[src/rtl/alu_exec_sequencer.sv]
// Multi-cycle add/sub/mul/div execute sequencer with valid/ready on both sides.
// Multiply is shift-add (LSB first); divide is restoring (MSB first), one bit per cycle.
module alu_exec_sequencer #(
  parameter int DATA_W = 8
) (
  input  logic              clk,
  input  logic              reset,
  input  logic              instr_valid,
  output logic              instr_ready,
  input  logic [1:0]        opcode,
  input  logic [DATA_W-1:0] operand1,
  input  logic [DATA_W-1:0] operand2,
  output logic [DATA_W-1:0] result,
  output logic              result_valid,
  input  logic              result_ready,
  output logic              div_by_zero,
  output logic              busy
);

  localparam int CNT_W = $clog2(DATA_W + 1);

  localparam logic [1:0] OP_ADD = 2'b00;
  localparam logic [1:0] OP_SUB = 2'b01;
  localparam logic [1:0] OP_MUL = 2'b10;
  localparam logic [1:0] OP_DIV = 2'b11;

  typedef enum logic [1:0] {
    S_IDLE   = 2'd0,
    S_DECODE = 2'd1,
    S_EXEC   = 2'd2,
    S_DONE   = 2'd3
  } state_t;

  state_t            r_state, w_state_nxt;
  logic [1:0]        r_op, w_op_nxt;
  // r_a: multiplicand (mul) or dividend shifting into quotient (div)
  // r_b: multiplier (mul) or divisor (div); r_acc: product or partial remainder
  logic [DATA_W-1:0] r_a, w_a_nxt;
  logic [DATA_W-1:0] r_b, w_b_nxt;
  logic [DATA_W-1:0] r_acc, w_acc_nxt;
  logic [CNT_W-1:0]  r_cnt, w_cnt_nxt;
  logic              r_dz, w_dz_nxt;
  logic [DATA_W-1:0] r_result, w_result_nxt;
  logic              r_dbz, w_dbz_nxt;

  logic [DATA_W-1:0] w_mul_acc;
  logic [DATA_W:0]   w_trial;
  logic              w_div_fits;
  logic [DATA_W:0]   w_div_diff;
  logic [DATA_W-1:0] w_div_rem;
  logic [DATA_W-1:0] w_div_quo;
  logic [DATA_W-1:0] w_calc;

  // One shift-add / restoring-divide step computed from the current registers
  assign w_mul_acc  = r_b[0] ? (r_acc + r_a) : r_acc;
  assign w_trial    = {r_acc, r_a[DATA_W-1]};
  assign w_div_fits = (w_trial >= {1'b0, r_b});
  assign w_div_diff = w_trial - {1'b0, r_b};
  assign w_div_rem  = w_div_fits ? w_div_diff[DATA_W-1:0] : w_trial[DATA_W-1:0];
  assign w_div_quo  = {r_a[DATA_W-2:0], w_div_fits};

  assign instr_ready  = (r_state == S_IDLE);
  assign busy         = (r_state != S_IDLE);
  assign result_valid = (r_state == S_DONE);
  assign result       = r_result;
  assign div_by_zero  = r_dbz;

  // State and datapath registers
  always_ff @(posedge clk) begin
    if (reset) begin
      r_state  <= S_IDLE;
      r_op     <= 2'b00;
      r_a      <= '0;
      r_b      <= '0;
      r_acc    <= '0;
      r_cnt    <= '0;
      r_dz     <= 1'b0;
      r_result <= '0;
      r_dbz    <= 1'b0;
    end else begin
      r_state  <= w_state_nxt;
      r_op     <= w_op_nxt;
      r_a      <= w_a_nxt;
      r_b      <= w_b_nxt;
      r_acc    <= w_acc_nxt;
      r_cnt    <= w_cnt_nxt;
      r_dz     <= w_dz_nxt;
      r_result <= w_result_nxt;
      r_dbz    <= w_dbz_nxt;
    end
  end

  // Next-state and datapath update
  always_comb begin
    w_state_nxt  = r_state;
    w_op_nxt     = r_op;
    w_a_nxt      = r_a;
    w_b_nxt      = r_b;
    w_acc_nxt    = r_acc;
    w_cnt_nxt    = r_cnt;
    w_dz_nxt     = r_dz;
    w_result_nxt = r_result;
    w_dbz_nxt    = r_dbz;
    w_calc       = '0;

    case (r_state)
      S_IDLE: begin
        if (instr_valid) begin
          w_op_nxt    = opcode;
          w_a_nxt     = operand1;
          w_b_nxt     = operand2;
          w_acc_nxt   = '0;
          w_dz_nxt    = 1'b0;
          w_state_nxt = S_DECODE;
        end else begin
          w_state_nxt = S_IDLE;
        end
      end

      S_DECODE: begin
        // Divide-by-zero takes one EXEC pass so its result lands after edge T+2
        if ((r_op == OP_MUL) || ((r_op == OP_DIV) && (r_b != '0))) begin
          w_cnt_nxt = CNT_W'(DATA_W);
        end else begin
          w_cnt_nxt = CNT_W'(1);
        end
        w_dz_nxt    = (r_op == OP_DIV) && (r_b == '0);
        w_state_nxt = S_EXEC;
      end

      S_EXEC: begin
        w_cnt_nxt = r_cnt - CNT_W'(1);
        case (r_op)
          OP_ADD: w_calc = r_a + r_b;
          OP_SUB: w_calc = r_a - r_b;
          OP_MUL: begin
            w_acc_nxt = w_mul_acc;
            w_a_nxt   = {r_a[DATA_W-2:0], 1'b0};
            w_b_nxt   = {1'b0, r_b[DATA_W-1:1]};
            w_calc    = w_mul_acc;
          end
          OP_DIV: begin
            if (r_dz) begin
              w_calc = '1;
            end else begin
              w_acc_nxt = w_div_rem;
              w_a_nxt   = w_div_quo;
              w_calc    = w_div_quo;
            end
          end
          default: w_calc = '0;
        endcase
        if (r_cnt == CNT_W'(1)) begin
          w_result_nxt = w_calc;
          w_dbz_nxt    = r_dz;
          w_state_nxt  = S_DONE;
        end else begin
          w_state_nxt = S_EXEC;
        end
      end

      S_DONE: begin
        if (result_ready) begin
          w_state_nxt = S_IDLE;
        end else begin
          w_state_nxt = S_DONE;
        end
      end

      default: w_state_nxt = S_IDLE;
    endcase
  end

endmodule

[config.mk]
export PLATFORM = sky130hd
export DESIGN_NAME = alu_exec_sequencer
export DESIGN_NICKNAME = d
export VERILOG_FILES = /design/src/rtl/alu_exec_sequencer.sv
export SDC_FILE = /design/constraint.sdc
export NUM_CORES = 1
export LEC_CHECK = 0
export BUFFER_PORTS_ARGS = -buffer_cell sky130_fd_sc_hd__buf_2
export CAP_MARGIN = 30
export CELL_PAD_IN_SITES_DETAIL_PLACEMENT = 1
export CELL_PAD_IN_SITES_GLOBAL_PLACEMENT = 1
export CORE_AREA = 2 2 64 127
export DETAILED_ROUTE_END_ITERATION = 8
export DIE_AREA = 0 0 66 129
export PLACE_DENSITY = 0.8
export SLEW_MARGIN = 40
export SYNTH_ARGS = -nofsm -noshare
export SYNTH_HDL_FRONTEND = slang
export SYNTH_SLANG_ARGS = --single-unit
[constraint.sdc]
create_clock -name clk -period 2.8 [get_ports clk]
set_input_delay 0.42 -clock clk [delete_from_list [all_inputs] [get_ports clk]]
set_output_delay 0.42 -clock clk [all_outputs]
set_load 0.005 [all_outputs]
==> results of run 1 <==
## registers in the layout, summed over array words and instances, names as in the netlist
name         cells
r_state          2
div_by_zero      1
r_a              8
r_cnt            4
r_acc            8
r_b              8
r_op             2
result           8
r_dz             1
## layout by cell type (no fill, tap or decap), types with 4 or more instances in the layout
cell type	count
nand2_1	22
nand3_1	8
a31oi_1	7
nor3_1	4
o21a_1	4
xor2_1	5
buf_4	17
ha_1	29
inv_1	26
buf_2	33
a21oi_1	27
clkbuf_16	5
or3_1	4
o21ai_0	17
a21o_1	8
dfxtp_1	42
xnor2_1	18
a22oi_1	4
nor2_1	39
mux2_2	5
nor2b_1	6
mux2i_1	25
a211oi_1	22
nand2b_1	5
## cell type report
type | count | area, um2 | area share
clock inverter | 2 | 12.5 | 0.00329
timing repair buffer | 50 | 293 | 0.0769
sequential | 42 | 841 | 0.221
clock buffer | 6 | 139 | 0.0365
tap | 94 | 118 | 0.0309
multi-input combinational | 312 | 2310 | 0.606
inverter | 26 | 97.6 | 0.0256
## power by group through the flow
stage | Clock, W | Combinational [W] | Sequential (W)
global route | 0.000647 | 0.00100 | 0.000706
detailed placement | 0 | 0.000912 | 0.000713
finish | 0.000621 | 0.000917 | 0.000700
floorplan | 0 | 0.000648 | 0.000692
global placement | 0 | 0.000894 | 0.000712
CTS | 0.000628 | 0.000922 | 0.000700
## repair_timing
action,CTS,global route
setup endpoints to repair,0,4
resized for setup,0,1
buffers inserted,0,0
## worst paths after layout
path	cells after the start	start	endpoint	slack (ns)
max	10	r_b[1]	result[6]	0.20
min reg2reg	2	div_by_zero	div_by_zero	0.47
max reg2reg	10	r_b[1]	result[6]	0.20
min	3	opcode[0]	r_op[0]	0.38
## cell families (layout without fill, tap and decap cells)
family	count (synthesis)	after routing
compound gates	121	121
xor+xnor	23	23
fa+ha+maj	32	32
buf+inv	43	84
flops	42	42
mux	30	30
simple gates	106	106
## routing by layer
metal  global-route usage  wire (um)
met5                    0          0
met4                0.167        630
met3               0.0288        259
met2                0.529       6110
met1                0.264       3820
## through the flow
step | instance area, um2 | utilization | hold WS [ns] | total power (W)
after floorplan | 3320 | - | 0.448 | 0.00134
after global placement | 3650 | 0.484 | 0.450 | 0.00161
after detailed placement | 3650 | 0.484 | 0.465 | 0.00163
after CTS | 3800 | 0.504 | 0.381 | 0.00225
after global routing | 3810 | 0.504 | 0.393 | 0.00236
final | 3810 | 0.504 | 0.381 | 0.00224
## worst register-to-register path, delay by kind of cell, from the launching register on
kind	cells	cell delay (ns)
buffers and inverters	1	0.12
AO/OA/AOI/OAI	5	0.88
XOR/XNOR	1	0.25
adder cells (fa/ha/maj)	2	0.77
flip-flops	1	0.40
multiplexers	1	0.11
==> impl_metrics.csv, run 1 <==
group,metric,value,unit
clock_tree,numCtsBuffers,5,
timing,relSlewSlack,0.592,
critical_path,required,2.99,ns
synth,ys_warn_count,0,
timing,drv_slew,0,
die,die_h,129,um
die,die_area,0.00851,mm2
clock_tree,htree_levels,2,
critical_path,critPathSlowestCell,"fa_1",
timing,finalHoldViolCount,0,
finish,layout-drive-gt1-share,0.160,
flow_run,timing.max_cap.violations,0,
critical_path,crit_top_cell,"o21ai_0",
power_and_ir_drop,p_leak,1.60,nW
clock_tree,root_buffer,"clkbuf_16",
synth,synth_fa_ha_area_frac,0.127,
critical_path,critPathLaunchType,"register",
synth,synth_top_cell_by_area,"dfxtp_1",
routing,totalWireLength,10.8,mm
die,die_w,66,um
critical_path,crit_chain,"inv_1 > ha_1 > mux2i_1 > fa_1 > a21o_1 > a21oi_1 > o21ai_0 > xnor2_1 > o21ai_0 > o21a_1",
timing,rsz0062_at_grt,"no",
synth,yosys.area_share.simple,0.158,
die,num_rows,45,
synth,synth_cell_types,58,
run_status,status,"finished, final reports clean",
clock_tree,path_clk_slew,0.06,ns
finish,diodes,0,
synth,synth-compound-area-share,0.256,
routing,ant_nets,0,
synth,synth_fp_nets,451,
clock_tree,clock-sinks,42,
synth,yosysMostFrequentCell,"dfxtp_1",
timing,tightest_slew,0.610,ns
synth,synth_area,0.00332,mm2
routing,drt_first_iter_violations,179,
timing,finalSetupViolations,0,
synth,synth-edff-count,0,
critical_path,path_class,"register to register",
place,gp_congestion,0.917,
synth,synth_seq_area_share,0.253,
timing,fmax,0.385,GHz
finish,syn2layout_area_growth,14.7,%
power_and_ir_drop,p_comb_frac,0.409,
die,coreArea,0.00754,mm2
grt,grt_pass1_wl,17.3,mm
die,io_pins,34,
synth,synth_xor_area_frac,0.0607,
synth,synth_cells,397,
critical_path,end_kind,"register",
power_and_ir_drop,switching_power,0.000847,W
clock_tree,clock_latency,0.30,ns
timing,period_share,0.927,
place,port_buffers,33,
synth,synth-seq-cells,42,
routing,drc,0,
critical_path,cp_num_buf_inv,1,
clock_tree,postCtsHoldBufs,0,
finish,final_cells,532,
timing,finalSetupTns,0,ns
clock_tree,cts_tree,"built",
critical_path,crit_fanout,5,
synth,ys.flop_type,"dfxtp_1",
timing,worst_slack,0.204,ns
routing,dr.pass1.iters,4,
timing,finalClockSkew,0.00985,ns
power_and_ir_drop,power_density,588,mW/mm2
critical_path,arrival,2.79,ns
synth,netlist_top_cells_area,"dfxtp_1 25%, ha_1 11%, mux2i_1 7.5%",
finish,nFillCells,966,
clock_tree,cts_max_path_buffers,2,
routing,vias_per_cell,6.03,
synth,synth_top_cell_area_share,0.253,
timing,period_minus_slack,2.60,ns
place,place_hpwl,8.62,mm
hold_path,min_path_type,"input pin to register",
synth,synth_top_family_by_area,"compound AO/OA/AOI/OAI gates",
power_and_ir_drop,p_int,0.00139,W
power_and_ir_drop,max-vdd-ir-drop,0.301,mV
grt,antenna_found_initial,0,
finish,finalNetCount,491,
synth,syn_avg_cell_area,8.36,um2
place,pre_cts_ws,0.128,ns
power_and_ir_drop,clkPwrFrac,0.278,
place,dp.cells,524,
grt,first_global_vias,3373,
grt,grt_max_degree,38,
grt,track_usage,0.273,
routing,post_drt_wl_per_cell,20.3,um
power_and_ir_drop,sequentialPowerShare,0.313,
synth,synthMuxAreaShare,0.0923,
critical_path,slowest_delay,0.47,ns
routing,dr_total_vias,3208,
power_and_ir_drop,swShare,0.378,
grt,grt_overflow_total,0,
synth,synthArstFlopShare,0,
critical_path,critPathTopFamily,"compound AO/OA/AOI/OAI gates",
synth,yosys-top-cells-count,"42 x dfxtp_1, 39 x nor2_1, 29 x ha_1, 27 x a21oi_1, 26 x inv_1",
die,start_util,0.440,
Power figures use the tool's default switching activity.
==> run 2, diff against run 1 <==
--- a/config.mk
+++ b/config.mk
@@ -9,10 +9,10 @@
 export CAP_MARGIN = 30
 export CELL_PAD_IN_SITES_DETAIL_PLACEMENT = 1
 export CELL_PAD_IN_SITES_GLOBAL_PLACEMENT = 1
-export CORE_AREA = 2 2 64 127
+export CORE_AREA = 2 2 62 122
 export DETAILED_ROUTE_END_ITERATION = 8
-export DIE_AREA = 0 0 66 129
-export PLACE_DENSITY = 0.8
+export DIE_AREA = 0 0 64 124
+export PLACE_DENSITY = 0.85
 export SLEW_MARGIN = 40
 export SYNTH_ARGS = -nofsm -noshare
 export SYNTH_HDL_FRONTEND = slang
==> constraint.sdc (replaced) <==
create_clock -name clk -period 2.99 [get_ports clk]
set_input_delay 0.4485 -clock clk [delete_from_list [all_inputs] [get_ports clk]]
set_output_delay 0.4485 -clock clk [all_outputs]
set_load 0.005 [all_outputs]
==> impl_metrics.csv, run 2 (synthesis gave the netlist of run 1 again) <==
group,metric,value,unit
finish,final_area,0.00378,mm2
hold_path,min_path_type,"input pin to register",
clock_tree,clock_latency,0.30,ns
routing,ant_nets,0,
die,die_w,64,um
finish,layout_commonest_cell,"dfxtp_1",
routing,drt_first_iter_violations,188,
timing,tightest_slew,0.787,ns
timing,period_minus_slack,2.71,ns
clock_tree,htree_levels,2,
clock_tree,cts_max_path_buffers,2,
critical_path,arrival,2.92,ns
finish,diodes,0,
timing,drv_slew,0,
critical_path,rrSetupSlack,0.28,ns
clock_tree,numCtsBuffers,5,
critical_path,end_kind,"register",
power_and_ir_drop,p_leak,1.59,nW
place,place_hpwl,8.57,mm
place,gp_congestion,0.911,
routing,vias_per_cell,6.19,
hold_path,hold_path_startpoint,"opcode[0]",
critical_path,critPathLaunchType,"register",
timing,finalClockSkew,0.00635,ns
routing,dr.pass1.iters,4,
die,die_area,0.00794,mm2
clock_tree,postCtsSetupBuffers,0,
clock_tree,cts_tree,"built",
grt,antenna_found_initial,0,
die,io_pins,34,
die,die_h,124,um
flow_run,timing.max_cap.violations,0,
timing,finalSetupTns,0,ns
die,start_util,0.478,
timing,finalHoldViolCount,0,
routing,drc,0,
timing,finalSetupViolations,0,
critical_path,r2r_end,"r_acc[4]",
grt,grt_overflow_total,0,
grt,grt_pass1_wl,17.4,mm
clock_tree,postCtsHoldBufs,0,
power_and_ir_drop,power_density,562,mW/mm2
critical_path,cp-startpoint,"r_b[3]",
finish,mostFrequentLayoutCells,"42 x dfxtp_1, 39 x nor2_1, 33 x buf_2, 29 x ha_1",
finish,layout-drive-gt1-share,0.152,
die,num_rows,43,
critical_path,endpoint,"r_acc[4]",
hold_path,hold-path-cell-count,3,
critical_path,path_class,"register to register",
grt,grt_max_degree,38,
place,placed_area,0.00361,mm2
clock_tree,root_buffer,"clkbuf_16",
critical_path,required,3.20,ns
clock_tree,cts_resized,0,
grt,track_usage,0.288,
timing,relSlewSlack,0.469,
place,port_buffers,33,
critical_path,r2r-start,"r_b[3]",
clock_tree,clock-sinks,42,
run_status,status,"finished, final reports clean",
timing,period_share,0.905,
critical_path,reg2reg_depth,8,
grt,first_global_vias,3500,
finish,syn2layout_area_growth,13.9,%
clock_tree,path_clk_slew,0.06,ns
timing,rsz0062_at_grt,"no",
finish,finalNetCount,486,
timing,fmax,0.369,GHz
critical_path,crit_fanout,10,
die,coreArea,0.00694,mm2
routing,post_drt_wl_per_cell,20.8,um
routing,totalWireLength,10.9,mm
power_and_ir_drop,max-vdd-ir-drop,0.307,mV
routing,dr_total_vias,3238,
==> run 2: report_power, final <==
group / total [W] / switching [W] / internal, W
clock network: 0.000629 / 0.000238 / 0.000391
logic: 0.000843 / 0.000489 / 0.000354
registers: 0.000652 / 0.0000526 / 0.000600
==> run 2: layout make-up <==
cell class	instances	area [um2]
well taps	90	113
clock inverters	3	40.0
fillers	851	3160
flip-flops and latches	42	841
repair buffers	45	255
inverters	26	97.6
clock buffers	5	125
multi-input cells	312	2310
==> run 2: how the worst min path moves through the flow <==
stage                     slack (ns)          end
after floorplan                 0.45     r_cnt[1]
after global placement          0.45  div_by_zero
after detailed placement        0.45  div_by_zero
after CTS                       0.42      r_op[0]
after global routing            0.45      r_op[0]
final                           0.42      r_op[0]
==> run 2: through the flow <==
stage,instances,utilization,worst slack [ns],power [W],hold WS (ns)
finish,523,0.545,0.283,0.00212,0.420
global route,523,0.545,0.134,0.00223,0.447
CTS,523,0.545,0.296,0.00212,0.424
detailed placement,515,0.521,0.306,0.00149,0.452
global placement,515,0.520,0.375,0.00145,0.448
floorplan,397,-,0.593,0.00125,0.448
==> run 2: worst max-delay path, stage by stage (launching register included) <==
cell	delay (ns)
dfxtp_1	0.40
inv_1	0.10
ha_1	0.37
a21o_1	0.21
a21oi_1	0.28
o21ai_1	0.17
a41oi_4	0.50
mux2_2	0.39
o31ai_1	0.21
==> run 2: per-layer routing <==
layer	vias up	track usage	routed length [um]
met4	0	0.194	740
met1	1596	0.266	3780
met2	76	0.560	6020
met3	37	0.0461	317
li1	1529	-	-
met5	-	0	0
==> run 3, diff against run 2 <==
--- a/config.mk
+++ b/config.mk
@@ -9,10 +9,11 @@
 export CAP_MARGIN = 30
 export CELL_PAD_IN_SITES_DETAIL_PLACEMENT = 1
 export CELL_PAD_IN_SITES_GLOBAL_PLACEMENT = 1
-export CORE_AREA = 2 2 62 122
+export CORE_AREA = 2 2 61 121
+export CTS_BUF_LIST = sky130_fd_sc_hd__clkbuf_4
 export DETAILED_ROUTE_END_ITERATION = 8
-export DIE_AREA = 0 0 64 124
-export PLACE_DENSITY = 0.85
+export DIE_AREA = 0 0 63 123
+export PLACE_DENSITY = 0.87
 export SLEW_MARGIN = 40
 export SYNTH_ARGS = -nofsm -noshare
 export SYNTH_HDL_FRONTEND = slang
==> impl_metrics.csv, run 3 (synthesis gave the netlist of run 1 again) <==
group,metric,value,unit
run_status,status,"finished, final reports clean",
clock_tree,cts_resized,0,
grt,grt_max_degree,38,
critical_path,cp-startpoint,"r_b[3]",
routing,post_drt_wl_per_cell,19.2,um
finish,finalNetCount,487,
power_and_ir_drop,power_density,486,mW/mm2
timing,finalHoldViolCount,0,
grt,grt_pass1_wl,16.5,mm
routing,dr_total_vias,3133,
die,die_area,0.00775,mm2
clock_tree,postCtsHoldBufs,0,
routing,drt_first_iter_violations,172,
routing,ant_nets,0,
clock_tree,clock-sinks,42,
power_and_ir_drop,p_comb_frac,0.455,
finish,layout_commonest_cell,"dfxtp_1",
clock_tree,numCtsBuffers,5,
critical_path,required,3.29,ns
clock_tree,path_clk_slew,0.13,ns
critical_path,r2r_end,"r_acc[4]",
hold_path,hold_path_startpoint,"opcode[1]",
hold_path,hold_end,"r_op[1]",
critical_path,path_class,"register to register",
clock_tree,postCtsSetupBuffers,0,
critical_path,crit_fanout,10,
timing,period_share,0.910,
place,place_hpwl,8.10,mm
clock_tree,cts_tree,"built",
timing,fmax,0.368,GHz
critical_path,rrSetupSlack,0.27,ns
power_and_ir_drop,finalPower,0.00179,W
die,start_util,0.486,
die,io_pins,34,
critical_path,arrival,3.03,ns
finish,layout-drive-gt1-share,0.152,
place,port_buffers,33,
clock_tree,cts_max_path_buffers,2,
critical_path,r2r-start,"r_b[3]",
timing,hold_slack,0.310,ns
place,gp_congestion,0.985,
place,pre_cts_ws,0.313,ns
power_and_ir_drop,p_leak,1.54,nW
timing,relSlewSlack,0.654,
grt,use_met2,0.491,
grt,met3_usage,0.0300,
power_and_ir_drop,switching_power,0.000740,W
hold_path,min_path_type,"input pin to register",
timing,drv_slew,0,
power_and_ir_drop,clkPwrFrac,0.180,
die,coreArea,0.00683,mm2
routing,drc,0,
timing,worst_slack,0.269,ns
timing,period_minus_slack,2.72,ns
clock_tree,root_buffer,"clkbuf_4",
routing,vias_per_cell,5.97,
grt,track_usage,0.275,
power_and_ir_drop,sequentialPowerShare,0.365,
timing,finalSetupViolations,0,
power_and_ir_drop,p_int,0.00105,W
timing,finalSetupTns,0,ns
die,num_rows,43,
grt,first_global_vias,3252,
grt,grt.busiest_layer,"met2",
clock_tree,htree_levels,2,
grt,grt_overflow_total,0,
grt,antenna_found_initial,1,
critical_path,reg2reg_depth,8,
power_and_ir_drop,swShare,0.413,
die,die_h,123,um
flow_run,timing.max_cap.violations,0,
clock_tree,clock_latency,0.40,ns
routing,totalWireLength,10.1,mm
routing,dr.pass1.iters,4,
critical_path,end_kind,"register",
timing,rsz0062_at_grt,"no",
die,die_w,63,um
grt,gr-usage-met1,0.313,
timing,finalClockSkew,0.0261,ns
timing,tightest_slew,0.505,ns
critical_path,critPathLaunchType,"register",
hold_path,hold-path-cell-count,3,
power_and_ir_drop,max-vdd-ir-drop,0.310,mV
finish,syn2layout_area_growth,11.0,%
finish,mostFrequentLayoutCells,"42 x dfxtp_1, 39 x nor2_1, 33 x buf_2, 29 x ha_1, 27 x a21oi_1",
[run 3: routing by layer]
layer / part of all wire / up-vias
met2: 0.52 / 69
met5: 0 / -
met1: 0.40 / 1510
met3: 0.029 / 24
li1: - / 1530
met4: 0.048 / 0
[run 3: how the worst max path moves through the flow]
| stage | endpoint |
|---|---|
| after global placement | r_acc[4] |
| after global routing | r_acc[4] |
| after CTS | r_acc[4] |
| after floorplan | r_acc[4] |
| final | r_acc[4] |
| after detailed placement | r_acc[4] |
[run 3: final cells by class]
type | instances | area, um2
fill | 868 | 3150
multi-input combinational | 312 | 2300
sequential | 42 | 841
timing repair buffer | 46 | 263
tap | 90 | 113
inverter | 26 | 97.6
clock buffer | 5 | 37.5
clock inverter | 3 | 25.0
antenna | 1 | 2.50
[run 3: critical path, cell delays in order (launching register included)]
cell	delay [ns]
dfxtp_1	0.42
inv_1	0.09
ha_1	0.37
a21o_1	0.20
a21oi_1	0.28
o21ai_1	0.18
a41oi_4	0.49
mux2_2	0.39
o31ai_1	0.21
[run 3: metrics by stage]
| step | instance area (um2) | instances | utilization |
|---|---|---|---|
| 3_3_place_gp | 3620 | 516 | 0.530 |
| 2_1_floorplan | 3320 | 397 | - |
| 4_1_cts | 3680 | 524 | 0.539 |
| 5_1_grt | 3680 | 525 | 0.539 |
| 3_5_place_dp | 3620 | 516 | 0.530 |
| 6_report | 3680 | 525 | 0.539 |
[run 3: power by group through the flow]
stage,Combinational (W),Clock [W],Sequential (W)
after global placement,0.000771,0,0.000664
after detailed placement,0.000805,0,0.000667
after floorplan,0.000606,0,0.000648
after global routing,0.000904,0.000348,0.000661
after CTS,0.000810,0.000326,0.000655
final,0.000815,0.000322,0.000654
